## config.mk

```make
export PLATFORM = sky130hd
export DESIGN_NAME = ram_trig_readout_flat
export DESIGN_NICKNAME = d
export VERILOG_FILES = /design/src/rtl/ram_pkg.sv /design/src/rtl/ram_trig_readout_if.sv /design/src/rtl/ram_dual.sv /design/src/rtl/ram_trig_readout.sv /design/src/flat_wrapper.sv
export SDC_FILE = /design/constraint.sdc
export NUM_CORES = 2
export LEC_CHECK = 0
export ABC_AREA = 0
export BUFFER_PORTS_ARGS = -buffer_cell sky130_fd_sc_hd__clkbuf_2
export CELL_PAD_IN_SITES_DETAIL_PLACEMENT = 0
export CELL_PAD_IN_SITES_GLOBAL_PLACEMENT = 2
export CORE_MARGIN = 5
export CORE_UTILIZATION = 55
export DETAILED_ROUTE_END_ITERATION = 7
export PLACE_DENSITY = 0.9
export SKIP_CTS_REPAIR_TIMING = 1
export SYNTH_ARGS = -nofsm -noshare
export SYNTH_HDL_FRONTEND = slang
export SYNTH_SLANG_ARGS = --single-unit
```

## constraint.sdc

```tcl
create_clock -name clk -period 7.5 [get_ports clk]
set_input_delay 1.5 -clock clk [delete_from_list [all_inputs] [get_ports clk]]
set_output_delay 1.5 -clock clk [all_outputs]
set_load 0.01 [all_outputs]
```

## src/rtl/ram_pkg.sv

```systemverilog
// Shared definitions for the triggered capture/readout buffer: FSM state encoding and depth helper.
// Latency: n/a (package).
// Backpressure: n/a (package).
package ram_pkg;

  typedef enum logic [1:0] {
    ST_IDLE  = 2'd0,
    ST_ARMED = 2'd1,
    ST_POST  = 2'd2,
    ST_READ  = 2'd3
  } state_t;

  // Number of RAM entries for a given address width.
  function automatic int depth(input int nbits);
    return 1 << nbits;
  endfunction

endpackage

```

## src/rtl/ram_trig_readout_if.sv

```systemverilog
// Readout stream of the trigger buffer: valid/ready with a last-beat marker.
// Latency: n/a (interface).
// Backpressure: producer holds data/last while valid is high and ready is low.
interface ram_trig_readout_if #(
  parameter int P_NBITS_DATA = 14
) ();

  logic                    rd_valid;
  logic                    rd_ready;
  logic [P_NBITS_DATA-1:0] rd_data;
  logic                    rd_last;

  modport master (output rd_valid, output rd_data, output rd_last, input rd_ready);
  modport slave  (input rd_valid, input rd_data, input rd_last, output rd_ready);

endinterface

```

## src/rtl/ram_dual.sv

```systemverilog
// Simple dual-port RAM: one write port, one read port, same clock.
// Latency: 1 cycle read; the read register holds its value while rd_en is low.
// Backpressure: none; the caller stalls by withholding rd_en.
module ram_dual
  import ram_pkg::*;
#(
  parameter int P_NBITS_ADDR = 8,
  parameter int P_NBITS_DATA = 14
) (
  input  logic                    clk,
  input  logic                    wr_en,
  input  logic [P_NBITS_ADDR-1:0] wr_addr,
  input  logic [P_NBITS_DATA-1:0] wr_data,
  input  logic                    rd_en,
  input  logic [P_NBITS_ADDR-1:0] rd_addr,
  output logic [P_NBITS_DATA-1:0] rd_data
);

  localparam int DEPTH = depth(P_NBITS_ADDR);

  logic [P_NBITS_DATA-1:0] mem [DEPTH];
  logic [P_NBITS_DATA-1:0] rd_data_q;

  // Storage array and registered read; contents are never cleared.
  always_ff @(posedge clk) begin
    if (wr_en) mem[wr_addr] <= wr_data;
    if (rd_en) rd_data_q <= mem[rd_addr];
  end

  assign rd_data = rd_data_q;

endmodule

```

## src/rtl/ram_trig_readout.sv

```systemverilog
// Pre-trigger circular capture buffer; after trig + post_len samples it streams the window oldest-first.
// Latency: first beat 2 cycles after capture ends, then 1 beat/cycle; done pulses 1 cycle after the last beat.
// Backpressure: rd_ready low stalls the read pipe, output held stable. Build option: RAM_TRIG_READOUT_RETRIG_EN.
module ram_trig_readout
  import ram_pkg::*;
#(
  parameter int P_NBITS_ADDR = 8,
  parameter int P_NBITS_DATA = 14
) (
  input  logic                    clk,
  input  logic                    rst,
  input  logic                    arm,
  input  logic                    wr,
  input  logic [P_NBITS_DATA-1:0] d,
  input  logic                    trig,
  input  logic [P_NBITS_ADDR-1:0] pre_len,
  input  logic [P_NBITS_ADDR-1:0] post_len,
  ram_trig_readout_if.master      rd,
  output logic                    busy,
  output logic                    done
);

`ifdef RAM_TRIG_READOUT_RETRIG_EN
  localparam bit RETRIG = 1'b1;
`else
  localparam bit RETRIG = 1'b0;
`endif

  // Largest pre+post span; the window is kept one short of the depth.
  localparam logic [P_NBITS_ADDR-1:0] MAX_SPAN = P_NBITS_ADDR'(depth(P_NBITS_ADDR) - 2);

  state_t                  state_q, state_d;
  logic [P_NBITS_ADDR-1:0] wr_addr_q, wr_addr_d;
  logic [P_NBITS_ADDR-1:0] fill_q, fill_d;
  logic [P_NBITS_ADDR-1:0] pre_lat_q, pre_lat_d;
  logic [P_NBITS_ADDR-1:0] post_lat_q, post_lat_d;
  logic [P_NBITS_ADDR-1:0] t_addr_q, t_addr_d;
  logic [P_NBITS_ADDR-1:0] post_cnt_q, post_cnt_d;
  logic [P_NBITS_ADDR-1:0] post_tot_q, post_tot_d;
  logic [P_NBITS_ADDR-1:0] rd_cnt_q, rd_cnt_d;
  logic                    ram_vld_q, ram_vld_d;
  logic                    ram_last_q, ram_last_d;
  logic                    out_vld_q, out_vld_d;
  logic [P_NBITS_DATA-1:0] out_dat_q, out_dat_d;
  logic                    out_last_q, out_last_d;
  logic                    done_q, done_d;

  logic                    we;
  logic                    issue;
  logic                    load_out;
  logic                    beat_done;
  logic [P_NBITS_ADDR-1:0] post_room;
  logic [P_NBITS_ADDR-1:0] post_eff;
  logic [P_NBITS_ADDR-1:0] pre_clamp;
  logic [P_NBITS_ADDR-1:0] win_len;
  logic [P_NBITS_ADDR-1:0] rd_addr;
  logic [P_NBITS_DATA-1:0] ram_rdata;

  // Datapath decodes: write gating, window geometry, read pipe handshakes.
  always_comb begin
    we        = wr && (state_q == ST_ARMED || state_q == ST_POST);
    pre_clamp = (pre_len > MAX_SPAN) ? MAX_SPAN : pre_len;
    post_room = MAX_SPAN - pre_lat_q;
    post_eff  = (post_len > post_room) ? post_room : post_len;
    win_len   = pre_lat_q + post_tot_q + 1'b1;
    rd_addr   = t_addr_q - pre_lat_q + rd_cnt_q;
    beat_done = out_vld_q && rd.rd_ready;
    // RAM read register acts as a second stage, so streaming has no bubbles.
    load_out  = ram_vld_q && (!out_vld_q || rd.rd_ready);
    issue     = (state_q == ST_READ) && (rd_cnt_q != win_len) && (!ram_vld_q || load_out);
  end

  // Next-state for the control FSM, counters and output register.
  always_comb begin
    state_d    = state_q;
    wr_addr_d  = wr_addr_q;
    fill_d     = fill_q;
    pre_lat_d  = pre_lat_q;
    post_lat_d = post_lat_q;
    t_addr_d   = t_addr_q;
    post_cnt_d = post_cnt_q;
    post_tot_d = post_tot_q;
    rd_cnt_d   = rd_cnt_q;
    ram_vld_d  = ram_vld_q;
    ram_last_d = ram_last_q;
    out_vld_d  = out_vld_q;
    out_dat_d  = out_dat_q;
    out_last_d = out_last_q;
    done_d     = 1'b0;

    if (we) wr_addr_d = wr_addr_q + 1'b1;

    case (state_q)
      ST_IDLE: begin
        if (arm) begin
          state_d   = ST_ARMED;
          pre_lat_d = pre_clamp;
          fill_d    = '0;
        end
      end
      ST_ARMED: begin
        if (wr) begin
          if (trig && fill_q == pre_lat_q) begin
            t_addr_d   = wr_addr_q;
            post_lat_d = post_eff;
            post_cnt_d = '0;
            post_tot_d = '0;
            rd_cnt_d   = '0;
            state_d    = (post_eff == '0) ? ST_READ : ST_POST;
          end else if (fill_q != pre_lat_q) begin
            fill_d = fill_q + 1'b1;
          end
        end
      end
      ST_POST: begin
        if (wr) begin
          post_tot_d = post_tot_q + 1'b1;
          if (RETRIG && trig) begin
            // Retrigger: need post_lat more samples after this one, within the span cap.
            post_cnt_d = '0;
            if (post_tot_q + 1'b1 == post_room) state_d = ST_READ;
          end else begin
            post_cnt_d = post_cnt_q + 1'b1;
            if (post_cnt_q + 1'b1 == post_lat_q || post_tot_q + 1'b1 == post_room)
              state_d = ST_READ;
          end
        end
      end
      ST_READ: begin
        if (beat_done && out_last_q) begin
          state_d = ST_IDLE;
          done_d  = 1'b1;
        end
      end
      default: state_d = ST_IDLE;
    endcase

    if (issue) begin
      rd_cnt_d   = rd_cnt_q + 1'b1;
      ram_last_d = (rd_cnt_q + 1'b1 == win_len);
    end

    if (issue)         ram_vld_d = 1'b1;
    else if (load_out) ram_vld_d = 1'b0;

    if (load_out) begin
      out_vld_d  = 1'b1;
      out_dat_d  = ram_rdata;
      out_last_d = ram_last_q;
    end else if (beat_done) begin
      out_vld_d = 1'b0;
    end
  end

  // State and counter registers with synchronous reset.
  always_ff @(posedge clk) begin
    if (rst) begin
      state_q    <= ST_IDLE;
      wr_addr_q  <= '0;
      fill_q     <= '0;
      pre_lat_q  <= '0;
      post_lat_q <= '0;
      t_addr_q   <= '0;
      post_cnt_q <= '0;
      post_tot_q <= '0;
      rd_cnt_q   <= '0;
      ram_vld_q  <= 1'b0;
      ram_last_q <= 1'b0;
      out_vld_q  <= 1'b0;
      out_dat_q  <= '0;
      out_last_q <= 1'b0;
      done_q     <= 1'b0;
    end else begin
      state_q    <= state_d;
      wr_addr_q  <= wr_addr_d;
      fill_q     <= fill_d;
      pre_lat_q  <= pre_lat_d;
      post_lat_q <= post_lat_d;
      t_addr_q   <= t_addr_d;
      post_cnt_q <= post_cnt_d;
      post_tot_q <= post_tot_d;
      rd_cnt_q   <= rd_cnt_d;
      ram_vld_q  <= ram_vld_d;
      ram_last_q <= ram_last_d;
      out_vld_q  <= out_vld_d;
      out_dat_q  <= out_dat_d;
      out_last_q <= out_last_d;
      done_q     <= done_d;
    end
  end

  ram_dual #(
    .P_NBITS_ADDR(P_NBITS_ADDR),
    .P_NBITS_DATA(P_NBITS_DATA)
  ) u_ram (
    .clk    (clk),
    .wr_en  (we),
    .wr_addr(wr_addr_q),
    .wr_data(d),
    .rd_en  (issue),
    .rd_addr(rd_addr),
    .rd_data(ram_rdata)
  );

  assign rd.rd_valid = out_vld_q;
  assign rd.rd_data  = out_dat_q;
  assign rd.rd_last  = out_last_q;
  assign busy        = (state_q != ST_IDLE);
  assign done        = done_q;

endmodule
```

## src/flat_wrapper.sv

```systemverilog
// flat-port wrapper written by rule: the top's interface ports become plain ports
module ram_trig_readout_flat import ram_pkg::*;
#(
  parameter int P_NBITS_ADDR = 8,
  parameter int P_NBITS_DATA = 14
)
  (clk, rst, arm, wr, d, trig, pre_len, post_len, busy, done, rd_rd_valid, rd_rd_data, rd_rd_last, rd_rd_ready);
  ram_trig_readout_if #(.P_NBITS_DATA(P_NBITS_DATA)) rd_i ();
  input  logic clk;
  input  logic rst;
  input  logic arm;
  input  logic wr;
  input  logic [P_NBITS_DATA-1:0] d;
  input  logic trig;
  input  logic [P_NBITS_ADDR-1:0] pre_len;
  input  logic [P_NBITS_ADDR-1:0] post_len;
  output logic busy;
  output logic done;
  output wire logic [$bits(rd_i.rd_valid)-1:0] rd_rd_valid;
  output wire logic [$bits(rd_i.rd_data)-1:0] rd_rd_data;
  output wire logic [$bits(rd_i.rd_last)-1:0] rd_rd_last;
  input wire logic [$bits(rd_i.rd_ready)-1:0] rd_rd_ready;
  assign rd_rd_valid = rd_i.rd_valid;
  assign rd_rd_data = rd_i.rd_data;
  assign rd_rd_last = rd_i.rd_last;
  assign rd_i.rd_ready = rd_rd_ready;
  ram_trig_readout #(.P_NBITS_ADDR(P_NBITS_ADDR), .P_NBITS_DATA(P_NBITS_DATA)) u_core (.clk(clk), .rst(rst), .arm(arm), .wr(wr), .d(d), .trig(trig), .pre_len(pre_len), .post_len(post_len), .rd(rd_i), .busy(busy), .done(done));
endmodule
```

After elaboration in Yosys (flattened, before gate mapping) --
Memories as Yosys holds them, arrays and structs flattened. A register that Yosys moved wholly into a read port is not among the register bits. Cells that the tools add are included.
Word-level totals: flip-flop bits (word level) 85, memory bits (writable) 3584, input bits 36, output and inout bits 18, word-level logic and storage cells 106, memories 1
Cells by class: add/subtract/negate cells 10, magnitude comparators 2, eq/ne operators 17, muxes and demuxes 30, bitwise operators 1, reduce and logical (&&, ||, !) cells 30
Memories:
- u_core.u_ram.mem | words 256, width 14, read ports 1, clocked after Yosys merged registers in 1, write ports 1, line ram_dual.sv:21 | logic [P_NBITS_DATA-1:0] mem [DEPTH];
Operators by type and width (number):
- $mux W8 | 12
- $add A8 B1 Y8 const B | 6
- $pmux W8 S2 | 3
- $eq A8 B8 Y1 | 4
- $add A8 B8 Y8 | 2
- $ne A2 B2 Y1 const B | 8
- $ne A8 B8 Y1 | 2
- $reduce_bool A2 Y1 | 8
- $mux W2 | 6
- $gt A8 B8 Y1 | 1
- $gt A8 B8 Y1 const B | 1
- $logic_not A8 Y1 | 1
- $mux W1 | 8
- $pmux W2 S4 | 1
- $sub A8 B8 Y8 | 1
- $sub A8 B8 Y8 const A | 1
- $logic_and A1 B1 Y1 | 7
- $reduce_and A3 Y1 | 2
- $reduce_and A6 Y1 | 1
- $reduce_and A5 Y1 | 1
- $eq A2 B2 Y1 const B | 2
- $logic_or A1 B1 Y1 | 4
- $reduce_and A4 Y1 | 1
- $eq A2 B1 Y1 const B | 1
- 5 further kinds | 6

Longest topological paths before layout --
depth in word-level cells 8, depth in mapped cells 15, depth with buffers taken out 13

Cells and area by module --
Synthesis repeated with hierarchy kept, for this count alone.
Unflattened totals: cell total of the unflattened synthesis 6818, area, all modules 144369.7 um^2
By module, submodules not included:
- ram_dual | instances 1, cells each 6142, area an instance 138957.0 um^2, sequential area each 108043.6 um^2
- ram_trig_readout | instances 1, cells each 676, area an instance 5412.7 um^2, sequential area each 1701.6 um^2

Least setup slack after synthesis --
Ideal clock, no wire load.
path type register to register, from register u_core.rd_cnt_q[1], to register u_core.u_ram.rd_data_q[12], in the netlist u_core.u_ram.rd_data[12], read port of u_core.u_ram.mem, data pin, setup time 0.261 ns, data arrival time 3.678 ns, required time 7.239 ns, setup slack 3.562 ns, cell stages (with the launch flop) 14, path buffers 4, clock period less this slack 3.938 ns, path through dfxtp_1 -> inv_1 -> fa_1 -> inv_1 -> fa_1 -> buf_2 -> clkbuf_1 -> clkbuf_1 -> clkbuf_1 -> mux4_2 -> mux4_2 -> a22oi_1 -> nand3b_1 -> o311a_1
On the way: word-level cells in the longest chain between the ends 3, elaborated cells between the ends (all ways) 4, those cells by class 1 x add/sub; 1 x eq/ne; 2 x reduce/logical
RTL lines:
- start: declaration | line ram_trig_readout.sv:40 | logic [P_NBITS_ADDR-1:0] rd_cnt_q, rd_cnt_d;
- start signal: assignment | line ram_trig_readout.sv:182 | rd_cnt_q <= rd_cnt_d;
- branches (longest 3 deep; another with $add A8 B8 Y8)
- end: declaration | line ram_dual.sv:22 | logic [P_NBITS_DATA-1:0] rd_data_q;
Several ways; the timed one is not identified. A chain may end at the register's enable or synchronous reset.

Worst setup path after layout --
from register u_core.rd_cnt_q[1], to register u_core.u_ram.rd_data_q[13], in the netlist u_core.u_ram.rd_data[13], read port of u_core.u_ram.mem, data pin
Same word-level chain as after synthesis.

==> summary.txt <==
power per cell area: 334 nW/um^2
share of cells above drive strength 1: 30.5%
Critical Path RT: 8220 ps
Worst Skew: 62.4 ps
gp weighted congestion: 0.827
Overall Power: 53.7 mW
most frequent cells in the layout: edfxtp_1, mux4_2, clkbuf_16
commonest non-fill, non-tap cell in the layout: edfxtp_1
CTS Buffer Depth: 4
CTS tree: done
Row Count: 187
Final Non-Filler Cells: 10,308
cell area after synthesis: 143,000 um^2
Area growth syn-to-layout: 12.2%
nets@finish: 6,706
final hold violation count: 0
Post-Syn Nets: 6,325
Final min period: 6150 ps
Seq/Total Area, Yosys: 76.6%
drt initial violations: 10,930
# setup viols final: 0
clk sinks: 3,683
IO buf count: 53
crit start category: flop
first-pass GRT wire length: 519,000 um
NetSw: 15.0 mW
Worst Setup Path Type: reg2reg
drt wl/cell: 35.0 um
multi-input logic area: 32,000 um^2
antenna violations before repair: 14
Sw Share: 28.0%
Crit path largest cell delay: 1110 ps
Pre-antenna DRT Iters: 8
Post-synth ARST share: 0%
CTS H-Tree Depth: 5
Vias: 69,716
IO Pins: 54
filler cell count: 16,601
YS warnings: 0
synthesized netlist cell count: 6,246
max FFs per register: 3,584
worst slew pin tran: 1470 ps
total area of sequential cells: 110,000 um^2
wirelength, routed: 361,000 um
slew margin rel.: 1.69%
critical path data arrival time: 6870 ps
final slew viol count: 0
Vias/cell: 6.76
Comb power frac: 24.4%
number of synthesized flops with an enable pin: 3,598
number of distinct library cells after synthesis: 63
placeable core area: 259,000 um^2
gr usage total: 26.8%
P_int: 38.7 mW
Largest delay share family, worst path: compound AO/OA/AOI/OAI gates
maximum fanout along the worst path: 110
TritonCTS buffer count: 368
largest net degree at the start of global routing: 173
Detail Placement HPWL: 199,000 um
flops & latches, synth: 3,683
cell total after placement: 9,659
Final period util: 82.0%
unrepaired setup endpoints after global routing: no
Clk Tree Root Cell: clkbuf_16
Clk pin slew, worst setup/hold paths: 60 ps
worst hold slack: 458 ps
Die Span X: 520 um
Max Fclk: 0.163 GHz
fin util: 61.9%
clk_lat worst skew: 990 ps
leak pwr: 49.1 nW
CP endpoint kind: flop
DRT antenna net count: 0
Peak VDD IR: 0.406 mV
Largest Register: u_core.u_ram.mem
Flop pwr share: 42.4%
full die area: 271,000 um^2
Hold WC Path Type: reg2reg
GR Overflow Total: 0
number of global-route vias before repair: 69,981
status: finished, final reports clean
Slowest cell on crit path: fa_4
die height: 520 um
Clk pwr share: 33.3%
Bufs and invs on worst path: 3
Critical Path, Cell by Cell: inv_1 -> fa_1 -> inv_1 -> fa_4 -> buf_12 -> mux4_2 -> mux4_2 -> mux2_2 -> o22ai_1 -> a221oi_1 -> o311a_1
starting density of the core: 55.2%
most common flop cell mapped by yosys: edfxtp_1
Max-cap violations: 0
Mean Syn Cell Area: 22.9 um^2
setup tns final: 0 ps
Residual DRC: 0
Yosys cell counts (all sizes together) (31+ instances only):
library cell	n	area share (%)
a21oi	74	0.26
a22oi	31	0.16
buf	175	0.68
clkbuf	168	0.44
dfxtp	85	1.2
edfxtp	3598	75
ha	35	0.31
inv	47	0.12
mux2i	38	0.27
mux4	1120	18
nand2	108	0.28
nand3	56	0.20
nor2	335	0.88
xnor2	60	0.39
layer usage:
| metal | GRT usage [%] | vias to the layer above | share of wire, % |
|---|---|---|---|
| met4 | 9.49 | 2 | 4.0 |
| met5 | 0 | - | 0.0036 |
| li1 | - | 27257 | - |
| met1 | 37.5 | 36700 | 36 |
| met3 | 5.82 | 755 | 11 |
| met2 | 42.5 | 5002 | 49 |
metrics by stage:
step           worst slack (ps)  area, um^2
3_5_place_dp               1450      149000
2_1_floorplan              3560      143000
6_report                   1350      161000
4_1_cts                    1440      161000
5_1_grt                    1300      161000
3_3_place_gp               1390      149000
final timing paths:
path         slack [ps]          startpoint                       end  depth (start not counted)
min                 460   u_core.ram_last_q         u_core.rd.rd_last                          2
min reg2reg         460   u_core.ram_last_q         u_core.rd.rd_last                          2
max                1350  u_core.rd_cnt_q[1]  u_core.u_ram.rd_data[13]                         11
max reg2reg        1350  u_core.rd_cnt_q[1]  u_core.u_ram.rd_data[13]                         11
power by group through the flow:
stage / registers (mW) / clock network [mW] / logic (mW)
2_1_floorplan: 23.2 / 0 / 8.40
3_3_place_gp: 23.2 / 0 / 12.9
3_5_place_dp: 23.2 / 0 / 13.0
4_1_cts: 22.8 / 18.1 / 13.2
5_1_grt: 22.8 / 19.0 / 13.6
6_report: 22.8 / 17.9 / 13.1
layout make-up:
cell class | count | share of cell area, %
Antenna cell | 7 | 0.0109
Multi-Input combinational cell | 2173 | 19.9
Clock inverter | 201 | 1.20
Sequential cell | 3683 | 68.3
Tap cell | 3402 | 2.65
Timing Repair Buffer | 354 | 1.84
Inverter | 47 | 0.110
Clock buffer | 441 | 6.01
tightest hold or removal path: cells and delay by family (launching register included):
| kind | cells | cell delay [ps] |
|---|---|---|
| compound gates | 1 | 50 |
| simple gates | 1 | 60 |
| flops | 1 | 310 |
cells by family (layout without fill, tap and decap cells):
| logic type | Yosys count | count (layout) | share of synthesized area [%] |
|---|---|---|---|
| compound gates | 248 | 248 | 1.20 |
| xor+xnor | 85 | 85 | 0.541 |
| fa+ha+maj | 43 | 43 | 0.418 |
| buf+inv | 390 | 1043 | 1.24 |
| flops | 3683 | 3683 | 76.6 |
| mux | 1187 | 1187 | 18.1 |
| other cells | 0 | 7 | 0 |
| simple gates | 610 | 610 | 1.85 |
(Power assumes the default switching activity.)
